[config.mk]
export PLATFORM = sky130hd
export DESIGN_NAME = cache_mem_arbiter_flat
export DESIGN_NICKNAME = d
export VERILOG_FILES = /design/src/rtl/cache_mem_arbiter_if.sv /design/src/rtl/cache_mem_arbiter.sv /design/src/flat_wrapper.sv
export SDC_FILE = /design/constraint.sdc
export NUM_CORES = 1
export LEC_CHECK = 0
export CAP_MARGIN = 20
export CORE_AREA = 2 2 168 170
export CTS_CLUSTER_DIAMETER = 50
export DETAILED_ROUTE_END_ITERATION = 10
export DIE_AREA = 0 0 170 172
export PLACE_DENSITY = 0.44
export SYNTH_ARGS = -nofsm -noshare
export SYNTH_HDL_FRONTEND = slang
export SYNTH_SLANG_ARGS = --single-unit
export TNS_END_PERCENT = 50
[constraint.sdc]
create_clock -name CLK -period 2.4 [get_ports CLK]
set_input_delay 0.24 -clock CLK [delete_from_list [all_inputs] [get_ports CLK]]
set_output_delay 0.24 -clock CLK [all_outputs]
set_load 0.005 [all_outputs]
[src/rtl/cache_mem_arbiter_if.sv]
// Cache-side and RAM-side signal bundle of the cache/memory arbiter.
// The slave modport is the arbiter's view; the master modport drives caches and RAM model.
interface cache_mem_arbiter_if #(
    parameter int CPUS   = 2,
    parameter int WORD_W = 32
);
    logic [CPUS-1:0]              iREN;
    logic [CPUS-1:0][WORD_W-1:0]  iaddr;
    logic [CPUS-1:0]              iwait;
    logic [CPUS-1:0][WORD_W-1:0]  iload;
    logic [CPUS-1:0]              dREN;
    logic [CPUS-1:0]              dWEN;
    logic [CPUS-1:0][WORD_W-1:0]  daddr;
    logic [CPUS-1:0][WORD_W-1:0]  dstore;
    logic [CPUS-1:0]              dwait;
    logic [CPUS-1:0][WORD_W-1:0]  dload;
    logic                         ramREN;
    logic                         ramWEN;
    logic [WORD_W-1:0]            ramaddr;
    logic [WORD_W-1:0]            ramstore;
    logic [WORD_W-1:0]            ramload;
    logic [1:0]                   ramstate;

    // Handshake: a cache holds its request (and address/data) asserted until its
    // wait output reads 0 for one cycle; dropping the request earlier aborts it.
    modport slave (
        input  iREN, iaddr, dREN, dWEN, daddr, dstore, ramload, ramstate,
        output iwait, iload, dwait, dload, ramREN, ramWEN, ramaddr, ramstore
    );

    modport master (
        output iREN, iaddr, dREN, dWEN, daddr, dstore, ramload, ramstate,
        input  iwait, iload, dwait, dload, ramREN, ramWEN, ramaddr, ramstore
    );
endinterface

[src/rtl/cache_mem_arbiter.sv]
// Shares one RAM port between per-core I/D caches: data before instruction, round-robin across cores.
// Optional macro ARB_PERF_CNT_EN adds saturating completed-grant counters igrants/dgrants.
module cache_mem_arbiter #(
    parameter int CPUS   = 2,
    parameter int WORD_W = 32
) (
    input  logic                CLK,
    input  logic                nRST,
    cache_mem_arbiter_if.slave  bus,
    output logic                dbg_state,
    output logic                dbg_rr
`ifdef ARB_PERF_CNT_EN
    ,
    output logic [WORD_W-1:0]   igrants,
    output logic [WORD_W-1:0]   dgrants
`endif
);

    localparam logic [1:0] RAM_ACCESS = 2'd2;

    typedef enum logic {IDLE = 1'b0, GRANT = 1'b1} state_t;

    state_t state, next_state;
    logic   rr;
    logic   grant_core, grant_data;
    logic   sel_valid, sel_core, sel_data;
    logic   active, complete;

    // Request vectors padded to two cores so a single-core build needs no special indexing.
    logic [1:0]             i_req, d_rd, d_wr, d_req;
    logic [1:0][WORD_W-1:0] iaddr_p, daddr_p, dstore_p;
    logic [1:0]             iwait_p, dwait_p;

    always_comb begin
        i_req    = '0;
        d_rd     = '0;
        d_wr     = '0;
        iaddr_p  = '0;
        daddr_p  = '0;
        dstore_p = '0;
        for (int c = 0; c < CPUS; c++) begin
            i_req[c]    = bus.iREN[c];
            d_rd[c]     = bus.dREN[c];
            d_wr[c]     = bus.dWEN[c];
            iaddr_p[c]  = bus.iaddr[c];
            daddr_p[c]  = bus.daddr[c];
            dstore_p[c] = bus.dstore[c];
        end
    end

    assign d_req = d_rd | d_wr;

    always_comb begin
        sel_valid = 1'b1;
        sel_core  = rr;
        sel_data  = 1'b1;
        if (d_req[rr]) begin
            sel_core = rr;
            sel_data = 1'b1;
        end else if (d_req[~rr]) begin
            sel_core = ~rr;
            sel_data = 1'b1;
        end else if (i_req[rr]) begin
            sel_core = rr;
            sel_data = 1'b0;
        end else if (i_req[~rr]) begin
            sel_core = ~rr;
            sel_data = 1'b0;
        end else begin
            sel_valid = 1'b0;
        end
    end

    assign active   = grant_data ? d_req[grant_core] : i_req[grant_core];
    assign complete = (state == GRANT) && active && (bus.ramstate == RAM_ACCESS);

    always_ff @(posedge CLK or negedge nRST) begin
        if (!nRST) begin
            state      <= IDLE;
            rr         <= 1'b0;
            grant_core <= 1'b0;
            grant_data <= 1'b0;
        end else begin
            state <= next_state;
            if (state == IDLE && sel_valid) begin
                grant_core <= (CPUS == 2) ? sel_core : 1'b0;
                grant_data <= sel_data;
            end
            if (complete && CPUS == 2)
                rr <= ~rr;
        end
    end

    // An abort (request dropped) wins over a simultaneous ACCESS: the RAM enables already fell.
    always_comb begin
        next_state = state;
        case (state)
            IDLE:    if (sel_valid) next_state = GRANT;
            GRANT:   if (!active || complete) next_state = IDLE;
            default: next_state = IDLE;
        endcase
    end

    always_comb begin
        bus.ramREN   = 1'b0;
        bus.ramWEN   = 1'b0;
        bus.ramaddr  = '0;
        bus.ramstore = '0;
        iwait_p      = 2'b11;
        dwait_p      = 2'b11;
        if (state == GRANT) begin
            if (grant_data) begin
                bus.ramWEN   = d_wr[grant_core];
                bus.ramREN   = d_rd[grant_core] & ~d_wr[grant_core];
                bus.ramaddr  = daddr_p[grant_core];
                bus.ramstore = dstore_p[grant_core];
                if (complete) dwait_p[grant_core] = 1'b0;
            end else begin
                bus.ramREN  = i_req[grant_core];
                bus.ramaddr = iaddr_p[grant_core];
                if (complete) iwait_p[grant_core] = 1'b0;
            end
        end
    end

    assign bus.iwait = iwait_p[CPUS-1:0];
    assign bus.dwait = dwait_p[CPUS-1:0];

    for (genvar c = 0; c < CPUS; c++) begin : g_load
        assign bus.iload[c] = bus.ramload;
        assign bus.dload[c] = bus.ramload;
    end

    assign dbg_state = (state == GRANT);
    assign dbg_rr    = rr;

`ifdef ARB_PERF_CNT_EN
    always_ff @(posedge CLK or negedge nRST) begin
        if (!nRST) begin
            igrants <= '0;
            dgrants <= '0;
        end else if (complete) begin
            if (grant_data) begin
                if (dgrants != '1) dgrants <= dgrants + 1'b1;
            end else begin
                if (igrants != '1) igrants <= igrants + 1'b1;
            end
        end
    end
`endif

endmodule
[src/flat_wrapper.sv]
// flat-port wrapper written by rule: the top's interface ports become plain ports
module cache_mem_arbiter_flat 
#(
    parameter int CPUS   = 2,
    parameter int WORD_W = 32
)
  (CLK, nRST, dbg_state, dbg_rr, bus_iREN, bus_iaddr, bus_dREN, bus_dWEN, bus_daddr, bus_dstore, bus_ramload, bus_ramstate, bus_iwait, bus_iload, bus_dwait, bus_dload, bus_ramREN, bus_ramWEN, bus_ramaddr, bus_ramstore);
  cache_mem_arbiter_if #(.CPUS(CPUS), .WORD_W(WORD_W)) bus_i ();
  input  logic CLK;
  input  logic nRST;
  output logic dbg_state;
  output logic dbg_rr;
  input wire logic [$bits(bus_i.iREN)-1:0] bus_iREN;
  input wire logic [$bits(bus_i.iaddr)-1:0] bus_iaddr;
  input wire logic [$bits(bus_i.dREN)-1:0] bus_dREN;
  input wire logic [$bits(bus_i.dWEN)-1:0] bus_dWEN;
  input wire logic [$bits(bus_i.daddr)-1:0] bus_daddr;
  input wire logic [$bits(bus_i.dstore)-1:0] bus_dstore;
  input wire logic [$bits(bus_i.ramload)-1:0] bus_ramload;
  input wire logic [$bits(bus_i.ramstate)-1:0] bus_ramstate;
  output wire logic [$bits(bus_i.iwait)-1:0] bus_iwait;
  output wire logic [$bits(bus_i.iload)-1:0] bus_iload;
  output wire logic [$bits(bus_i.dwait)-1:0] bus_dwait;
  output wire logic [$bits(bus_i.dload)-1:0] bus_dload;
  output wire logic [$bits(bus_i.ramREN)-1:0] bus_ramREN;
  output wire logic [$bits(bus_i.ramWEN)-1:0] bus_ramWEN;
  output wire logic [$bits(bus_i.ramaddr)-1:0] bus_ramaddr;
  output wire logic [$bits(bus_i.ramstore)-1:0] bus_ramstore;
  assign bus_i.iREN = bus_iREN;
  assign bus_i.iaddr = bus_iaddr;
  assign bus_i.dREN = bus_dREN;
  assign bus_i.dWEN = bus_dWEN;
  assign bus_i.daddr = bus_daddr;
  assign bus_i.dstore = bus_dstore;
  assign bus_i.ramload = bus_ramload;
  assign bus_i.ramstate = bus_ramstate;
  assign bus_iwait = bus_i.iwait;
  assign bus_iload = bus_i.iload;
  assign bus_dwait = bus_i.dwait;
  assign bus_dload = bus_i.dload;
  assign bus_ramREN = bus_i.ramREN;
  assign bus_ramWEN = bus_i.ramWEN;
  assign bus_ramaddr = bus_i.ramaddr;
  assign bus_ramstore = bus_i.ramstore;
  cache_mem_arbiter #(.CPUS(CPUS), .WORD_W(WORD_W)) u_core (.CLK(CLK), .nRST(nRST), .bus(bus_i), .dbg_state(dbg_state), .dbg_rr(dbg_rr));
endmodule
-- Yosys cells after proc, flatten, opt, wreduce, memory -nomap -nowiden
Index checks and enable logic that the tools add are counted.
- magnitude comparators: 4
- eq/ne operators: 1
- muxes and demuxes: 53
- bitwise gates (word level): 6
- reduce and logical (&&, ||, !) cells: 6
- operator list (operator ; number):
    $mux W32 ; 10
    $mux W1 ; 36
    $mux W2 ; 5
    $lt A1 B2 Y1 const B ; 3
    $logic_and A1 B1 Y1 ; 4
    $not A1 Y1 ; 3
    $eq A2 B2 Y1 const B ; 1
    $not A2 Y2 ; 1
    $or A2 B2 Y2 ; 1
    $pmux W1 S2 ; 1
    $and A1 B1 Y1 ; 1
    $demux W1 S1 ; 1
    $ge A1 B1 Y1 const B ; 1
    $logic_not A1 Y1 ; 1
    $logic_or A1 B1 Y1 ; 1
- bits in registers: 4
- output and inout port bits: 200
- logic and storage cells: 74

-- Longest topological paths before layout
Gate-level depths: netlist of the first run.
- depth after elaboration: 9
- gate-level depth with buffers: 6
- depth with buffers taken out: 4

-- Worst setup path after synthesis of the first run
OpenSTA, ideal clock, no wires.
- kind: register to output
- start point: register u_core.grant_core
- end point: output bus_ramaddr[0]
- data arrival time: 1.321 ns
- data required time: 2.160 ns
- setup slack: 0.839 ns
- stages on the path, launching flop included: 5
- path through: dfrtp_1 > buf_6 > buf_6 > mux4_2 > and2_1
- word-level cells in the longest chain between the ends: 4
- elaborated cells on any way between the ends: 6
- classes of those cells: mux (6)
- ends and longest elaborated chain (element ; RTL line ; text):
    from (decl) ; cache_mem_arbiter.sv:25 ; logic grant_core, grant_data;
    from (signal assigned) ; cache_mem_arbiter.sv:86 ; grant_core <= (CPUS == 2) ? sel_core : 1'b0;
    $mux W32, on equally long branches (2 in a row) ; cache_mem_arbiter.sv:120, cache_mem_arbiter.sv:115 ;
    $mux W32 * ; cache_mem_arbiter.sv:112 ; if (grant_data) begin
    $mux W32 * ; cache_mem_arbiter.sv:111 ; if (state == GRANT) begin
    to (decl) ; flat_wrapper.sv:27 ; output wire logic [$bits(bus_i.ramaddr)-1:0] bus_ramaddr;
Mark *: on every way between the ends. The rest lies on a longest branch, timed or not. The select of a mux whose other input is x is not followed.

-- Worst setup path in the final report of the first run
- start point: register u_core.grant_core
- end point: output bus_ramaddr[7]
The elaborated chain is that of the path after synthesis.

==> results of run 1 <==
-- logic make-up after synthesis --
group           after synthesis
compound gates               12
xor+xnor                      1
buf+inv                     151
flops                         4
mux                          66
simple gates                 80
-- placed cells by master, fill, tap and decap left out, types with 3 or more instances in the layout --
cell,synthesis,layout
buf_4,129,6
nor2_1,37,37
and2_4,0,3
mux2i_1,34,34
clkdlybuf4s50_1,0,272
a21oi_1,3,3
inv_1,4,4
and2_1,32,29
mux4_2,31,32
buf_12,0,4
diode_2,0,4
clkbuf_16,0,3
-- sequential cells by signal (all words and copies together) (netlist names) --
signal	count
u_core.grant_core	1
u_core.dbg_rr	1
u_core.dbg_state	1
u_core.grant_data	1
-- critical path, stage by stage, from the launching register on --
cell	delay [ns]
dfrtp_4	0.49
buf_12	0.19
mux4_2	0.57
and2_4	0.19
clkdlybuf4s50_1	0.44
-- worst paths after layout --
| kind | start | endpoint | cells after the start |
|---|---|---|---|
| worst max register to register | u_core.grant_data | u_core.dbg_rr | 5 |
| worst min register to register | u_core.dbg_rr | u_core.dbg_rr | 1 |
| max in group asynchronous | nRST | u_core.grant_core | 1 |
| worst min-delay path | nRST | u_core.grant_core | 1 |
| min in group CLK | bus_ramload[4] | bus_iload[36] | 0 |
| worst max-delay path | u_core.grant_core | bus_ramaddr[7] | 4 |
-- stage by stage --
step,power [W],utilization,cell area (µm²)
3_3_place_gp,0.00395,0.181,4970
4_1_cts,0.00426,0.184,5060
5_1_grt,0.00447,0.185,5070
2_1_floorplan,0.00210,-,2790
3_5_place_dp,0.00393,0.181,4970
6_report,0.00414,0.185,5080
-- per-layer routing --
metal	vias up	routed length, µm	part of all wire
met5	-	0	0
met3	55	1660	0.11
met2	232	7220	0.49
met4	0	492	0.033
met1	1258	5450	0.37
li1	1240	-	-
-- layout make-up --
type / instances / area [µm²]
Timing Repair Buffer: 283 / 2860
Sequential cell: 4 / 105
Antenna cell: 4 / 10.0
Inverter: 4 / 15.0
Fill cell: 3076 / 22400
Multi-Input combinational cell: 159 / 1580
Tap cell: 346 / 433
Clock buffer: 4 / 78.8
-- power breakdown --
group	total (W)	internal (W)	switching (W)	leakage, nW
logic	0.00369	0.00224	0.00145	1.71
clock network	0.000269	0.000220	0.0000491	0.0382
registers	0.000182	0.000110	0.0000723	0.0444
total	0.00414	0.00257	0.00158	1.79
-- timing repair --
action	in CTS	in global routing
setup buffers	1	0
endpoints found under the setup margin	7	4
hold endpoints to repair	0	0
gates resized for setup	1	4
==> qor.txt, run 1 <==
Status: completed
Die Height: 172 µm
TNS Setup: 0 ns
XOR/XNOR Fraction of Synth Area: 0.00314
Library cells used by synthesis: 31
Compound-cell area share of the yosys netlist: 0.0319
Via density: 3.46
Synth area leaders: buf_4 35%, mux4_2 25%, mux2i_1 12%, and2_1 7.2%, nor2_1 5.0%
Crit path capture type: output port
Drt first-iter violations: 86
Vias in the first global route: 2809
Critical Path Fanout Max: 13
Final worst path period share: 0.979
First-pass GRT wire length: 19200 µm
Slew @ Worst Pin: 0.355 ns
Final Hold Fails: 0
Post-synth top area cell: buf_4
Routed WL per cell: 18.4 µm
Leak: 1.79 nW
Relative slew slack: 0.761
Total Wirelength: 14800 µm
Most frequent cell after synthesis: buf_4
Pin count of the biggest net entering global routing: 39
Placed cell count: 795
Max Cap Viol: 0
H-tree levels: 1
Maximum VDD drop: 0.377 mV
Hold crit path type: input pin to async pin
CTS Buf Count: 3
Final worst slack: 0.0507 ns
Yosys top cell area share: 0.347
Row Count: 61
Starting Density: 0.102
Min Hold Slack: 0.244 ns
DR pass1 iterations: 4
DRC viols: 0
Sequential fraction of the synthesis area: 0.0359
Crit Path Class: flip-flop to output port
Grt peak-use layer: met2
CTS tree: done
Clk_skew: 0.00289 ns
Most instantiated cells after synthesis: 129 x buf_4, 37 x nor2_1, 34 x mux2i_1
Worst R2R Setup Slack: 0.86 ns
Root Driver: clkbuf_16
Layout Cells excl Fill: 804
Final setup fails: 0
Total track usage: 0.0910
Tmin final: 2.35 ns
Fmax: 0.426 GHz
Chip Width: 170 µm
Top_reg_cell synth: dfrtp_1
PD cells: 816 mW/mm²
Main combinational cell family by area after synthesis: buffers and inverters
Multiplexer share of the synthesized area: 0.382
Die area: 0.0292 mm²
PortBufs: 273
CP startpoint kind: flip-flop
Clock buffer depth: 2
Syn Nets: 548
DP Wirelength: 12700 µm
Later-pin clock latency in the skew report: 0.23 ns
Critical path arrival: 2.11 ns
Nets: 689
Vias: 2785
Synthesis-to-finish area growth: 82.1%
Grt ovf: 0
Hold Buf Count CTS: 0
Met2 Resource Use GR: 0.166
Number of nets still failing antenna checks after routing: 0
Cell count after synthesis: 314
GR Util met1: 0.0985
RSZ-0062 raised after global routing: false
Post-Syn Area: 0.00279 mm²
#FFs+latches synth: 4
Core footprint: 0.0275 mm²
GR Util met3: 0.0266
Syn avg cell area: 8.88 µm²
Adder and majority cell fraction of the synthesized area: 0
Worst Path Required: 2.16 ns
EDFF count, synth: 0
Clock sink count: 4
Clock input transition at the sequential cells of the worst setup and hold paths: 0.03 ns
Final Max Tran Viols: 0
Simple-Gate Fraction of Synth Area: 0.146
Placer Congestion: 0.716
Layout cells sized above 1: 0.117
YS warnings: 0
# IOs: 434
Async S/R FF share, synth: 1.00
Pre-CTS setup slack: 0.200 ns
Initial antenna violation count: 4
(Power assumes the default switching activity.)
==> inputs of run 2 (changes only) <==
--- a/config.mk
+++ b/config.mk
@@ -5,6 +5,7 @@
 export SDC_FILE = /design/constraint.sdc
 export NUM_CORES = 1
 export LEC_CHECK = 0
+export ABC_CLOCK_PERIOD_IN_PS = 2400
 export CAP_MARGIN = 20
 export CORE_AREA = 2 2 168 170
 export CTS_CLUSTER_DIAMETER = 50
==> results of run 2 <==
Final layout, timing and power as in run 1 (identical DEF).
==> inputs of run 3 (changes only) <==
--- a/config.mk
+++ b/config.mk
@@ -7,11 +7,12 @@
 export LEC_CHECK = 0
 export ABC_CLOCK_PERIOD_IN_PS = 2400
 export CAP_MARGIN = 20
-export CORE_AREA = 2 2 168 170
+export CORE_AREA = 2 2 167 169
 export CTS_CLUSTER_DIAMETER = 50
 export DETAILED_ROUTE_END_ITERATION = 10
-export DIE_AREA = 0 0 170 172
-export PLACE_DENSITY = 0.44
+export DIE_AREA = 0 0 169 171
+export DONT_BUFFER_PORTS = 1
+export PLACE_DENSITY = 0.3
 export SYNTH_ARGS = -nofsm -noshare
 export SYNTH_HDL_FRONTEND = slang
 export SYNTH_SLANG_ARGS = --single-unit
==> run 3 against run 2 <==
Effect of this change:
- fmax is 14% higher
- power is 32% lower
- non-clock buffer count is 247 lower
- wire length is 23% lower
- hold slack worse by 0.0027 ns
- die area is 1.2% lower
- clock-buffer cell count is 1 lower
- clock power is 3% lower
- cell area is 51% lower
- first-iteration DRC count is 4.7% lower
- final cell count is 30% lower
- critical endpoint is now bus_dwait[1]
- highest routed layer unchanged
==> qor.txt, run 3 (synthesis gave the netlist of run 1 again) <==
Status: completed
Pre-CTS setup slack: 0.556 ns (+0.356 ns)
Starting Density: 0.102 (+0.000567)
Number of setup buffers added after CTS: 0 (-1)
Fmax: 0.487 GHz (+14%)
Crit path capture type: output port
Total Wirelength: 11400 µm (-23%)
Clk pwr share: 0.094 (+0.029)
Via density: 3.46 (about the same)
Grt ovf: 0 (unchanged)
Root Driver: clkbuf_16
Crit Path Class: flip-flop to output port
Max incr delay on CP: 0.59 ns (+0.02 ns)
DR pass1 iterations: 4 (unchanged)
Slew @ Worst Pin: 0.517 ns (+0.162 ns)
DRC viols: 0 (unchanged)
Total power draw: 0.00280 W (-32%)
Initial antenna violation count: 10 (+6)
RSZ-0062 raised after global routing: false
Worst path bufs/invs: 2 (unchanged)
Critical-path cell list: buf_4, inv_1, or4_1
Cell-internal power: 0.00149 W (-42%)
CP startpoint kind: flip-flop
Final setup fails: 0 (unchanged)
Final worst slack: 0.345 ns (+0.295 ns)
Pin count of the biggest net entering global routing: 42 (+7.7%)
Sequential power share: 0.049 (+0.005)
Vias in the first global route: 2114 (-25%)
Routed WL per cell: 20.3 µm (+9.9%)
Placed cell count: 548 (-31%)
First-pass GRT wire length: 13900 µm (-28%)
Later-pin clock latency in the skew report: 0.23 ns (about the same)
CP top delay family: simple AND/OR/NAND/NOR gates
Post-CTS sizing: 0 (-1)
Nets: 442 (-36%)
Critical Path Fanout Max: 32 (+19)
Clk_skew: 0.00397 ns (+0.00109 ns)
Leak: 0.847 nW (-53%)
Slowest cell on crit path: or4_1
Number of nets still failing antenna checks after routing: 0 (unchanged)
CTS Buf Count: 3 (unchanged)
Final Hold Fails: 0 (unchanged)
Hold crit path type: input pin to flip-flop
Commonest non-fill, non-tap cell in the layout: nor2_1
Maximum VDD drop: 0.328 mV (-13%)
Die Height: 171 µm (-0.58%)
PD cells: 1120 mW/mm² (+37%)
Placer Congestion: 0.731 (+2.2%)
Drt first-iter violations: 82 (-4.7%)
Vias: 1947 (-30%)
PortBufs: 0 (-100%)
Sw Share: 0.467 (+0.0871)
Layout Cells excl Fill: 562 (-30%)
Die area: 0.0289 mm² (-1.2%)
Total track usage: 0.0671 (-0.0239)
Relative slew slack: 0.655 (-0.106)
DP Wirelength: 10100 µm (-21%)
Logic pwr share: 0.858 (-0.033)
TNS Setup: 0 ns (unchanged)
Worst Path Required: 2.16 ns (about the same)
Cell area after placement: 0.00240 mm² (-52%)
# IOs: 434 (unchanged)
Clock input transition at the sequential cells of the worst setup and hold paths: 0.03 ns (about the same)
Layout cells sized above 1: 0.354 (+0.238)
Final Max Tran Viols: 0 (unchanged)
Psw: 0.00131 W (-17%)
H-tree levels: 1 (unchanged)
CTS tree: done
Design area: 0.00251 mm² (-51%)
Max Cap Viol: 0 (unchanged)
Final worst path period share: 0.856 (-0.123)
Core footprint: 0.0273 mm² (-0.56%)
Row Count: 61 (unchanged)
Tmin final: 2.05 ns (-0.295 ns)
Critical path arrival: 1.81 ns (-0.30 ns)
Synthesis-to-finish area growth: -10.1%
Most frequent cells in the layout: 37 x nor2_1, 34 x mux2i_1, 34 x buf_4
Clock sink count: 4 (unchanged)
Chip Width: 169 µm (-0.59%)
Clock buffer depth: 2 (unchanged)
## run 3: cell count changes in the layout (fill, tap and decap cells not counted)
cell,previous run,this run
buf_4,6,34
mux4_2,32,31
and2_1,29,32
diode_2,4,10
nand2_1,1,2
and2_4,3,0
clkbuf_1,1,0
mux4_1,0,1
nand2_2,1,0
dlygate4sd3_1,0,1
buf_12,4,1
clkdlybuf4s50_1,272,0
dlymetal6s2s_1,1,0
## run 3: per-layer routing
| metal | global-route usage | vias up | wire length [µm] |
|---|---|---|---|
| met4 | 0.0528 | 0 | 848 |
| li1 | - | 748 | - |
| met3 | 0.0157 | 54 | 1280 |
| met5 | 0 | - | 0 |
| met2 | 0.128 | 266 | 5710 |
| met1 | 0.0616 | 879 | 3540 |
## run 3: power groups by stage
stage / clock [W] / sequential [W] / combinational (W)
6_report: 0.000262 / 0.000136 / 0.00240
3_3_place_gp: 0 / 0.000136 / 0.00245
3_5_place_dp: 0 / 0.000138 / 0.00250
2_1_floorplan: 0 / 0.000127 / 0.00197
5_1_grt: 0.000274 / 0.000143 / 0.00264
4_1_cts: 0.000264 / 0.000137 / 0.00250
## run 3: layout make-up
class                           count  area, µm²
Fill cell                        3175      24800
Multi-Input combinational cell    159       1570
Tap cell                          346        433
Timing Repair Buffer               36        285
Sequential cell                     4        105
Clock buffer                        3       75.1
Antenna cell                       10       25.0
Inverter                            4       15.0
## run 3: metrics by stage
stage	utilization	hold WS, ns
CTS	0.0909	0.249
floorplan	-	-0.0556
finish	0.0918	0.242
detailed placement	0.0877	-0.0555
global placement	0.0877	-0.0555
global route	0.0918	0.271
## run 3: worst paths after layout
path                            cells past startpoint  slack [ns]           endpoint         startpoint
worst min-delay path                                2        0.24  u_core.grant_data        bus_dREN[1]
max in group asynchronous                           1        1.90  u_core.grant_core               nRST
worst max register to register                      5        0.76      u_core.dbg_rr  u_core.grant_data
worst max-delay path                                3        0.35       bus_dwait[1]  u_core.grant_core
worst min register to register                      1        0.53      u_core.dbg_rr      u_core.dbg_rr
min in group asynchronous                           1        0.29      u_core.dbg_rr               nRST
## run 3: repair_timing
action                                  in CTS  in global routing
hold buffers                                 1                  0
hold endpoints to repair                     4                  0
endpoints found under the setup margin       0                  0
